**config.mk**
```make
export PLATFORM = sky130hd
export DESIGN_NAME = route_sequencer
export DESIGN_NICKNAME = d
export VERILOG_FILES = /design/src/rtl/route_pkg.sv /design/src/rtl/seg_counter.sv /design/src/rtl/route_sequencer.sv
export SDC_FILE = /design/constraint.sdc
export NUM_CORES = 1
export LEC_CHECK = 0
export ABC_CLOCK_PERIOD_IN_PS = 3100
export BUFFER_PORTS_ARGS = -buffer_cell sky130_fd_sc_hd__buf_2
export CORE_ASPECT_RATIO = 0.8
export CORE_MARGIN = 2
export CORE_UTILIZATION = 45
export CTS_CLUSTER_DIAMETER = 30
export DETAILED_ROUTE_END_ITERATION = 10
export PLACE_DENSITY_LB_ADDON = 0.2
export SLEW_MARGIN = 10
export SYNTH_ARGS = -nofsm -noshare
export SYNTH_HDL_FRONTEND = slang
export SYNTH_SLANG_ARGS = --single-unit
export TNS_END_PERCENT = 30
```
**constraint.sdc**
```tcl
create_clock -name Clock -period 3.1 [get_ports Clock]
set_input_delay 0.31 -clock Clock [delete_from_list [all_inputs] [get_ports Clock]]
set_output_delay 0.31 -clock Clock [all_outputs]
set_load 0.02 [all_outputs]
```
**src/rtl/route_pkg.sv**
```systemverilog
// route_pkg: shared constants for the route record/playback controller.
//   - direction codes as produced by the direction decoder
//   - Mode input encodings
//   - controller state encoding (plain constants for legacy tools)
//   - inv_dir(): maps a direction to the one that undoes it
package route_pkg;

  localparam int DIR_NONE  = 0;
  localparam int DIR_FWD   = 1;
  localparam int DIR_BACK  = 2;
  localparam int DIR_LEFT  = 3;
  localparam int DIR_RIGHT = 4;

  localparam logic [1:0] MODE_IDLE = 2'd0;
  localparam logic [1:0] MODE_REC  = 2'd1;
  localparam logic [1:0] MODE_PLAY = 2'd2;
  localparam logic [1:0] MODE_REW  = 2'd3;

  localparam logic [2:0] ST_IDLE  = 3'd0;
  localparam logic [2:0] ST_REC   = 3'd1;
  localparam logic [2:0] ST_FLUSH = 3'd2;
  localparam logic [2:0] ST_FETCH = 3'd3;
  localparam logic [2:0] ST_RUN   = 3'd4;
  localparam logic [2:0] ST_DONE  = 3'd5;

  // Unknown codes pass through unchanged so a stray code never turns into motion.
  function automatic logic [31:0] inv_dir(input logic [31:0] d);
    case (d)
      32'(DIR_FWD):   return 32'(DIR_BACK);
      32'(DIR_BACK):  return 32'(DIR_FWD);
      32'(DIR_LEFT):  return 32'(DIR_RIGHT);
      32'(DIR_RIGHT): return 32'(DIR_LEFT);
      default:        return d;
    endcase
  endfunction

endpackage

```
**src/rtl/seg_counter.sv**
```systemverilog
// seg_counter: loadable up/down counter shared between the segment
// duration count (record) and the remaining-ticks count (playback).
// Ports:
//   Clock, Reset   clock, synchronous active-high reset (count -> 0)
//   load/load_val  load a new value (highest priority)
//   inc            count up, holds at all-ones
//   dec            count down, holds at zero
//   count          current value
//   zero / sat     count is zero / count is all-ones
module seg_counter
  import route_pkg::*;
#(
  parameter int CNT_W = 14
) (
  input  logic             Clock,
  input  logic             Reset,
  input  logic             load,
  input  logic [CNT_W-1:0] load_val,
  input  logic             inc,
  input  logic             dec,
  output logic [CNT_W-1:0] count,
  output logic             zero,
  output logic             sat
);

  logic [CNT_W-1:0] count_q;
  logic [CNT_W-1:0] count_d;

  assign zero  = (count_q == '0);
  assign sat   = (count_q == '1);
  assign count = count_q;

  always_comb begin
    count_d = count_q;
    if (load) begin
      count_d = load_val;
    end else if (inc && !sat) begin
      count_d = count_q + CNT_W'(1);
    end else if (dec && !zero) begin
      count_d = count_q - CNT_W'(1);
    end
  end

  always_ff @(posedge Clock) begin
    if (Reset) begin
      count_q <= '0;
    end else begin
      count_q <= count_d;
    end
  end

endmodule

```
**src/rtl/route_sequencer.sv**
```systemverilog
// route_sequencer: records the steering direction stream as run-length
// (direction, duration) segments in an external synchronous RAM and replays
// them forwards (play) or backwards with inverted directions (rewind).
// Ports:
//   Clock, Reset    system clock, synchronous active-high reset
//   Mode            0 idle, 1 record, 2 play, 3 rewind
//   Tick            duration time base, one pulse per duration unit
//   InputDirection  live direction while recording
//   MemRdData       RAM read word {dir, count}, one cycle after MemAddr
//   MemAddr         RAM address (write address in record, read in play)
//   MemWrData       RAM write word {dir, count}
//   MemWrite        single-cycle registered write strobe
//   CmdDirection    motor direction during play/rewind, NONE otherwise
//   Busy            record, play or rewind in progress
//   Done            replay finished; held until Mode returns to 0
//   Full            RAM filled during the last recording (sticky)
//   Length          number of stored segments (2^ADDR_W when full)
module route_sequencer
  import route_pkg::*;
#(
  parameter int DIR_W  = 3,
  parameter int CNT_W  = 14,
  parameter int ADDR_W = 10
) (
  input  logic                    Clock,
  input  logic                    Reset,
  input  logic [1:0]              Mode,
  input  logic                    Tick,
  input  logic [DIR_W-1:0]        InputDirection,
  input  logic [DIR_W+CNT_W-1:0]  MemRdData,
  output logic [ADDR_W-1:0]       MemAddr,
  output logic [DIR_W+CNT_W-1:0]  MemWrData,
  output logic                    MemWrite,
  output logic [DIR_W-1:0]        CmdDirection,
  output logic                    Busy,
  output logic                    Done,
  output logic                    Full,
  output logic [ADDR_W:0]         Length
);

  localparam int WORD_W = DIR_W + CNT_W;
  localparam int LEN_W  = ADDR_W + 1;
  localparam logic [ADDR_W-1:0] LAST_ADDR = '1;

  logic [2:0]        state_q,      state_d;
  logic              fetch_ph_q,   fetch_ph_d;    // 0: address out, 1: data in
  logic              rewind_q,     rewind_d;
  logic              seg_active_q, seg_active_d;  // a segment direction is being driven
  logic [DIR_W-1:0]  held_dir_q,   held_dir_d;
  logic [DIR_W-1:0]  dir_q,        dir_d;
  logic [ADDR_W-1:0] wr_ptr_q,     wr_ptr_d;
  logic [ADDR_W-1:0] addr_q,       addr_d;
  logic              we_q,         we_d;
  logic [WORD_W-1:0] wdata_q,      wdata_d;
  logic              full_q,       full_d;
  logic [LEN_W-1:0]  length_q,     length_d;

  logic              cnt_load;
  logic [CNT_W-1:0]  cnt_load_val;
  logic              cnt_inc;
  logic              cnt_dec;
  logic [CNT_W-1:0]  cnt_count;
  logic              cnt_zero;
  logic              cnt_sat;

  logic              wr_req;
  logic [WORD_W-1:0] wr_word;
  logic              adv_req;

  logic [DIR_W-1:0]  rd_dir;
  logic [CNT_W-1:0]  rd_cnt;
  logic [ADDR_W-1:0] last_idx;
  logic              at_last;
  logic              mode_match;
  logic              cmd_active;
  logic [DIR_W-1:0]  play_dir;

  // One counter serves as SegCnt while recording and Remaining while replaying.
  seg_counter #(
    .CNT_W (CNT_W)
  ) u_seg_counter (
    .Clock    (Clock),
    .Reset    (Reset),
    .load     (cnt_load),
    .load_val (cnt_load_val),
    .inc      (cnt_inc),
    .dec      (cnt_dec),
    .count    (cnt_count),
    .zero     (cnt_zero),
    .sat      (cnt_sat)
  );

  assign rd_dir     = MemRdData[WORD_W-1:CNT_W];
  assign rd_cnt     = MemRdData[CNT_W-1:0];
  assign last_idx   = ADDR_W'(length_q - LEN_W'(1));
  assign at_last    = rewind_q ? (addr_q == '0) : (addr_q == last_idx);
  assign mode_match = (Mode == (rewind_q ? MODE_REW : MODE_PLAY));

  // The previous direction keeps driving the motors while the next segment
  // is fetched, so consecutive segments join without a NONE gap.
  assign cmd_active = (state_q == ST_RUN) || ((state_q == ST_FETCH) && seg_active_q);
  assign play_dir   = rewind_q ? DIR_W'(inv_dir(32'(dir_q))) : dir_q;

  always_comb begin
    state_d      = state_q;
    fetch_ph_d   = fetch_ph_q;
    rewind_d     = rewind_q;
    seg_active_d = seg_active_q;
    held_dir_d   = held_dir_q;
    dir_d        = dir_q;
    wr_ptr_d     = wr_ptr_q;
    addr_d       = addr_q;
    we_d         = 1'b0;
    wdata_d      = wdata_q;
    full_d       = full_q;
    length_d     = length_q;
    cnt_load     = 1'b0;
    cnt_load_val = '0;
    cnt_inc      = 1'b0;
    cnt_dec      = 1'b0;
    wr_req       = 1'b0;
    wr_word      = '0;
    adv_req      = 1'b0;

    case (state_q)
      ST_IDLE: begin
        seg_active_d = 1'b0;
        fetch_ph_d   = 1'b0;
        if (Mode == MODE_REC) begin
          state_d      = ST_REC;
          wr_ptr_d     = '0;
          full_d       = 1'b0;
          held_dir_d   = InputDirection;
          cnt_load     = 1'b1;
          cnt_load_val = '0;
        end else if (Mode == MODE_PLAY || Mode == MODE_REW) begin
          rewind_d = (Mode == MODE_REW);
          if (length_q == '0) begin
            state_d = ST_DONE;
          end else begin
            state_d = ST_FETCH;
            addr_d  = (Mode == MODE_REW) ? last_idx : '0;
          end
        end
      end

      ST_REC: begin
        if (Mode != MODE_REC) begin
          state_d = ST_FLUSH;
        end else if (InputDirection != held_dir_q) begin
          // A tick coinciding with the change belongs to the new segment.
          wr_req       = 1'b1;
          wr_word      = {held_dir_q, cnt_count};
          held_dir_d   = InputDirection;
          cnt_load     = 1'b1;
          cnt_load_val = Tick ? CNT_W'(1) : '0;
        end else if (Tick) begin
          if (cnt_sat) begin
            // Long straight runs are split into max-length segments.
            wr_req       = 1'b1;
            wr_word      = {held_dir_q, cnt_count};
            cnt_load     = 1'b1;
            cnt_load_val = CNT_W'(1);
          end else begin
            cnt_inc = 1'b1;
          end
        end
      end

      ST_FLUSH: begin
        state_d  = ST_IDLE;
        wr_req   = !cnt_zero;
        wr_word  = {held_dir_q, cnt_count};
        // Once full, the pointer parks on the last slot, so the slot it
        // points at is already occupied and counts toward Length.
        length_d = {1'b0, wr_ptr_q} + LEN_W'(full_q) + LEN_W'(!cnt_zero && !full_q);
      end

      ST_FETCH: begin
        if (!mode_match) begin
          state_d      = ST_IDLE;
          seg_active_d = 1'b0;
        end else if (!fetch_ph_q) begin
          fetch_ph_d = 1'b1;
        end else if (rd_cnt == '0) begin
          adv_req = 1'b1;
        end else begin
          dir_d        = rd_dir;
          cnt_load     = 1'b1;
          cnt_load_val = rd_cnt;
          seg_active_d = 1'b1;
          state_d      = ST_RUN;
        end
      end

      ST_RUN: begin
        if (!mode_match) begin
          state_d      = ST_IDLE;
          seg_active_d = 1'b0;
        end else if (Tick) begin
          cnt_dec = 1'b1;
          if (cnt_count == CNT_W'(1)) begin
            adv_req = 1'b1;
          end
        end
      end

      ST_DONE: begin
        seg_active_d = 1'b0;
        if (Mode == MODE_IDLE) begin
          state_d = ST_IDLE;
        end
      end

      default: begin
        state_d = ST_IDLE;
      end
    endcase

    // Shared RAM write path: once the last slot is written, further words are dropped.
    if (wr_req && !full_q) begin
      we_d    = 1'b1;
      addr_d  = wr_ptr_q;
      wdata_d = wr_word;
      if (wr_ptr_q == LAST_ADDR) begin
        full_d = 1'b1;
      end else begin
        wr_ptr_d = wr_ptr_q + ADDR_W'(1);
      end
    end

    // Segment finished (or skipped): step to the next one or stop.
    if (adv_req) begin
      if (at_last) begin
        state_d = ST_DONE;
      end else begin
        addr_d     = rewind_q ? (addr_q - ADDR_W'(1)) : (addr_q + ADDR_W'(1));
        state_d    = ST_FETCH;
        fetch_ph_d = 1'b0;
      end
    end
  end

  always_ff @(posedge Clock) begin
    if (Reset) begin
      state_q      <= ST_IDLE;
      fetch_ph_q   <= 1'b0;
      rewind_q     <= 1'b0;
      seg_active_q <= 1'b0;
      held_dir_q   <= '0;
      dir_q        <= '0;
      wr_ptr_q     <= '0;
      addr_q       <= '0;
      we_q         <= 1'b0;
      wdata_q      <= '0;
      full_q       <= 1'b0;
      length_q     <= '0;
    end else begin
      state_q      <= state_d;
      fetch_ph_q   <= fetch_ph_d;
      rewind_q     <= rewind_d;
      seg_active_q <= seg_active_d;
      held_dir_q   <= held_dir_d;
      dir_q        <= dir_d;
      wr_ptr_q     <= wr_ptr_d;
      addr_q       <= addr_d;
      we_q         <= we_d;
      wdata_q      <= wdata_d;
      full_q       <= full_d;
      length_q     <= length_d;
    end
  end

  assign MemAddr      = addr_q;
  assign MemWrData    = wdata_q;
  assign MemWrite     = we_q;
  assign CmdDirection = cmd_active ? play_dir : DIR_W'(DIR_NONE);
  assign Busy         = (state_q == ST_REC) || (state_q == ST_FLUSH) ||
                        (state_q == ST_FETCH) || (state_q == ST_RUN);
  assign Done         = (state_q == ST_DONE);
  assign Full         = full_q;
  assign Length       = length_q;

endmodule

```
# [After elaboration in Yosys (flattened, before gate mapping)]
# Cells that the tools add are included.
# W data, S select, Z words.
[word_totals] register_bits=76 out_inout_bits=45
[op_classes] add_sub_neg=8 eq_ne=31 reduce_logical=28 bitwise=2 n_mux=90
[op_table] op="$mux W10" n=13
[op_table] op="$mux W14" n=6
[op_table] op="$mux W17" n=4
[op_table] op="$mux W3" n=16
[op_table] op="$mux W1" n=41
[op_table] op="$pmux W17 S2" n=1
[op_table] op="$logic_not A14 Y1" n=2
[op_table] op="$pmux W14 S2" n=1
[op_table] op="$add A10 B1 Y10 const B" n=2
[op_table] op="$sub A10 B1 Y10 const B" n=2
[op_table] op="$pmux W3 S5" n=1
[op_table] op="$add A14 B1 Y14 const B" n=1
[op_table] op="$eq A14 B1 Y1 const B" n=1
[op_table] op="$eq A14 B14 Y1 const B" n=1
[op_table] op="$sub A14 B1 Y14 const B" n=1
[op_table] op="$eq A3 B2 Y1 const B" n=4
[op_table] op="$ne A3 B3 Y1 const B" n=4
[op_table] op="$ne A4 B4 Y1 const B" n=3
[op_table] op="$pmux W3 S4" n=1
[op_table] op="$reduce_and A4 Y1" n=3
[op_table] op="$add A10 B1 Y11" n=1
[op_table] op="$add A11 B1 Y11" n=1
[op_table] op="$logic_not A11 Y1" n=1
[op_table] op="$eq A10 B10 Y1" n=1
[op_table] op="25 further kinds" n=47

# [Depth between registers and ports, before layout]
[depth] word_depth=10 mapped_depth=12 depth_no_buf=9

# [Cells and area by module]
# Synthesis repeated with hierarchy kept, for this count alone.
[hier_totals] cells_unflattened=697 area_unflattened_um2=5395.2
[by_module_without_submodules] mod="route_sequencer" area_each_um2=4016.4 n_inst=1 cells_each=523
[by_module_without_submodules] mod="seg_counter" area_each_um2=1378.8 n_inst=1 cells_each=174

# [Worst setup path before layout]
# No wires, ideal clock.
[synth_timing] kind="reg-to-reg" from="register length_q[0] (netlist: Length[0])" to="register addr_q[4] (netlist: MemAddr[4])" required_ps=3029 arrival_ps=2593 path_stages_with_launch=12 setup_ps=71 slack_ps=436 path_cell_list="dfxtp_1 inv_1 ha_1 or3b_1 clkbuf_1 nor3_1 o2111ai_1 nor4_1 a311oi_2 buf_6 a311o_1 a21oi_1"
[synth_between] elab_chain_cells=9 word_cells_on_any_way=12
[synth_lines] item="start: declaration" line_no="route_sequencer.sv:56" rtl="logic [LEN_W-1:0] length_q, length_d;"
[synth_lines] item="start signal: assignment" line_no="route_sequencer.sv:270" rtl="length_q <= length_d;"
[synth_lines] item="$sub A10 B1 Y10" line_no="route_sequencer.sv:95" rtl="assign last_idx = ADDR_W'(length_q - LEN_W'(1));"
[synth_lines] item="$mux W10" line_no="route_sequencer.sv:142" rtl="addr_d = (Mode == MODE_REW) ? last_idx : '0;"
[synth_lines] item="$mux W10" line_no="route_sequencer.sv:138" rtl="if (length_q == '0) begin"
[synth_lines] item="$mux W10" line_no="route_sequencer.sv:136" rtl="end else if (Mode == MODE_PLAY || Mode == MODE_REW) begin"
[synth_lines] item="$mux W10" line_no="route_sequencer.sv:129" rtl="if (Mode == MODE_REC) begin"
[synth_lines] item="$mux W10" line_no="route_sequencer.sv:125" rtl="case (state_q)"
[synth_lines] item="$mux W10" line_no="route_sequencer.sv:221" rtl="if (wr_req && !full_q) begin"
[synth_lines] item="$mux W10" line_no="route_sequencer.sv:234" rtl="if (at_last) begin"
[synth_lines] item="$mux W10 (*)" line_no="route_sequencer.sv:233" rtl="if (adv_req) begin"
[synth_lines] item="end signal: assignment" line_no="route_sequencer.sv:266" rtl="addr_q <= addr_d;"
[synth_lines] item="end: declaration" line_no="route_sequencer.sv:52" rtl="logic [ADDR_W-1:0] addr_q, addr_d;"
# Every way passes the cells marked *; elsewhere a longest branch is shown, timed or not.
# A chain may end at the register's enable or synchronous reset.

# [Final worst setup path]
[layout_timing] from="register u_seg_counter.count_q[2] (netlist: u_seg_counter.count[2])" to="register length_q[8] (netlist: Length[8])"
[layout_between] elab_chain_cells=4
[layout_lines] item="start: declaration" line_no="seg_counter.sv:26" rtl="logic [CNT_W-1:0] count_q;"
[layout_lines] item="start signal: assignment" line_no="seg_counter.sv:48" rtl="count_q <= count_d;"
[layout_lines] item="$logic_not A14 Y1" line_no="seg_counter.sv:29" rtl="assign zero = (count_q == '0);"
[layout_lines] item="$logic_not A1 Y1" line_no="route_sequencer.sv:176" rtl="length_d = {1'b0, wr_ptr_q} + LEN_W'(full_q) + LEN_W'(!cnt_zero && !full_q);"
[layout_lines] item="$logic_and A1 B1 Y1" line_no="route_sequencer.sv:176"
[layout_lines] item="$add A11 B1 Y11" line_no="route_sequencer.sv:176"
# Every way passes these cells.

==> impl_metrics.toml <==
[cells_and_area]
fillers = 1132
diodes = 0
drive_gt1_frac = 0.189
synthToLayoutAreaGrowth_pct = 16.3
final_area_um2 = 6130
nNetsFinal = 797

[drt]
drt-initial-drc-count = 392
dr_total_vias = 5387
routed_wl_um = 16000
avgViaCountPerCell = 5.93
drc = 0
antenna_left = 0
drt_pass1_iterations = 5
wire_per_inst_um = 17.6

[min_path]
hold-path-endpoint = "dir_q[1]"
hold_class = "input pin to flip-flop"
holdPathStages = 3
hold_start = "MemRdData[15]"

[synth]
synth.cell_area_um2 = 5270
netlist_top_cells_count = "nand2_1, dfxtp_1, a21oi_1, nor2_1, clkbuf_1"
yosysWarnings = 0
ys_async_sr_fraction = 0
avgSynthCellArea_um2 = 7.58
synthTopCellsByArea = "dfxtp_1, a21oi_1, nand2_1, nor2_1, ha_1"
synth_enable_flop_cells = 0
yosys.area.top_type = "dfxtp_1"
syn_nets = 737
post-synth-top-count-cell = "nand2_1"
netlist_instances = 695
synthFlopType = "dfxtp_1"
yosysSeqAreaShare = 0.289
synth_top_area_share = 0.289
ys_ff_latch = 76
synth.distinct_cells = 71

[floorplanning]
fp-row-count = 35
core_area_um2 = 11500
die_w_um = 125
initial_core_util = 0.459
ioPinCount = 70
die_h_um = 101
dieArea_um2 = 12600

[sta]
setup_violations = 0
final_max_slew_viol_count = 0
worst_pin_slew_ns = 0.763
holdWs_ns = 0.221
fmax_ghz = 0.344
min_period_ns = 2.91
relSlewSlack = 0.484
tns_ns = 0
clock_skew_ns = 0.00565
timing.final.crit_share = 0.938
rsz0062_at_grt = "false"
timing.final.ws_setup_ns = 0.191
hold_violations = 0

[worst_setup_path]
worstPathArrival_ns = 3.16
cp_top_family = "simple AND/OR/NAND/NOR gates"
worst_ep_required_time_ns = 3.35
r2r_start = "u_seg_counter.count[2]"
critPathBufInv = 0
crit_path_start_kind = "flip-flop"
path_cells = "or4_1, nor4_2, a21oi_1, ha_1, a21o_1, ha_1, and3_1, xnor2_1, a211oi_1"
crit_top_cell = "ha_1"
path_class = "flip-flop to flip-flop"
reg2reg_to = "Length[8]"
r2r_slack_ns = 0.19
cpPeakStageDelay_ns = 0.60
rr_worst_depth = 9
crit_slowest_cell = "or4_1"
path_max_fanout = 11
endpoint_kind = "flip-flop"

[cts]
cts_tree = "done"
postCtsSetupBuffers = 0
ctsHoldBuffers = 0
clk_pin_slew_ns = 0.06
clock_latency_ns = 0.34
cts_root_buf = "clkbuf_16"
cts_made_buffers = 9
cts.sinks = 76
h-tree-depth = 3
cts_buffer_depth = 2

[place]
placed_area_um2 = 5820
portBuffers = 69
dpl.hpwl_um = 11700
dp_slack_ns = 0.172
gp_congestion = 0.945

[outcome]
status = "complete, no violations"

[pwr]
ir_worst_vdd_v = 0.000328
p_per_area_nw_per_um2 = 894
p_total_mw = 5.48
cellLeakagePower_nw = 2.45

[global_route]
track_usage = 0.251
grt_pass1_vias = 4904
grt_max_degree = 35
antenna_found_initial = 0
grt.overflow.total = 0
grt_pass1_wl_um = 25600

[job]
cap_violations = 0
[registers in the layout (all words and copies together) (netlist names), 3 cells and up]
register and cells:
MemWrData 17, u_seg_counter.count 14, Length 11, MemAddr 10
wr_ptr_q 10, dir_q 3, held_dir_q 3, state_q 3
[how the worst max path moves through the flow]
stage                                 from         end  depth (start not counted)
floorplan                        Length[0]  MemAddr[4]                         11
global placement                 Length[0]  MemAddr[8]                         10
detailed placement               Length[0]  MemAddr[8]                         10
CTS                              Length[0]  MemAddr[8]                         10
global route                     Length[0]  MemAddr[8]                         10
finish              u_seg_counter.count[2]   Length[8]                          9
[per-stage QoR]
step | instances | util
final | 908 | 0.534
after global routing | 908 | 0.534
after CTS | 908 | 0.533
after detailed placement | 892 | 0.507
after global placement | 892 | 0.507
after floorplan | 695 | -
[cells in the final DEF, fill, tap and decap left out, drive strengths merged, types with 13 or more instances in the layout]
cell / count
nand3: 20
xnor2: 22
nor2: 68
o21ai: 20
buf: 99
inv: 13
nor4: 17
nor3: 28
dfxtp: 76
mux2i: 13
ha: 16
a211oi: 16
a21oi: 72
nand4: 14
nand2: 86
[routing by layer]
layer | up-vias | GRT usage | share of wire
met5 | - | 0 | 0
met4 | 0 | 0.0556 | 0.0092
met3 | 13 | 0.0430 | 0.064
met2 | 179 | 0.371 | 0.42
met1 | 2534 | 0.382 | 0.51
li1 | 2661 | - | -
[what timing repair did]
action,in CTS,in global routing
endpoints found under the hold margin,0,0
resized for setup,0,2
endpoints found under the setup margin,0,5
[final cells by class]
type / instances / area [um2] / area share
Clock buffer: 10 / 229 / 0.0374
Inverter: 13 / 48.8 / 0.00797
Sequential cell: 76 / 1520 / 0.248
Multi-Input combinational cell: 556 / 3510 / 0.572
Timing Repair Buffer: 99 / 571 / 0.0931
Tap cell: 148 / 185 / 0.0302
Clock inverter: 6 / 65.1 / 0.0106
[worst register-to-register path, stage by stage (launching register included)]
cell and delay, ns:
dfxtp_1 0.41, or4_1 0.60, nor4_2 0.45, a21oi_1 0.15
ha_1 0.20, a21o_1 0.18, ha_1 0.24, and3_1 0.19
xnor2_1 0.13, a211oi_1 0.25
[power by group]
group / leakage [nW] / total (mW) / internal [mW] / switching (mW)
logic: 1.69 / 2.95 / 1.25 / 1.70
clock network: 0.142 / 1.04 / 0.623 / 0.420
registers: 0.617 / 1.49 / 1.14 / 0.344
[logic make-up after synthesis]
kind of cell | share of synthesized area
fa+ha+maj | 0.0418
mux | 0.0397
buf+inv | 0.0499
simple gates | 0.301
xor+xnor | 0.0608
compound gates | 0.218
flops | 0.289
No activity file was read; power rests on OpenSTA's default activity.
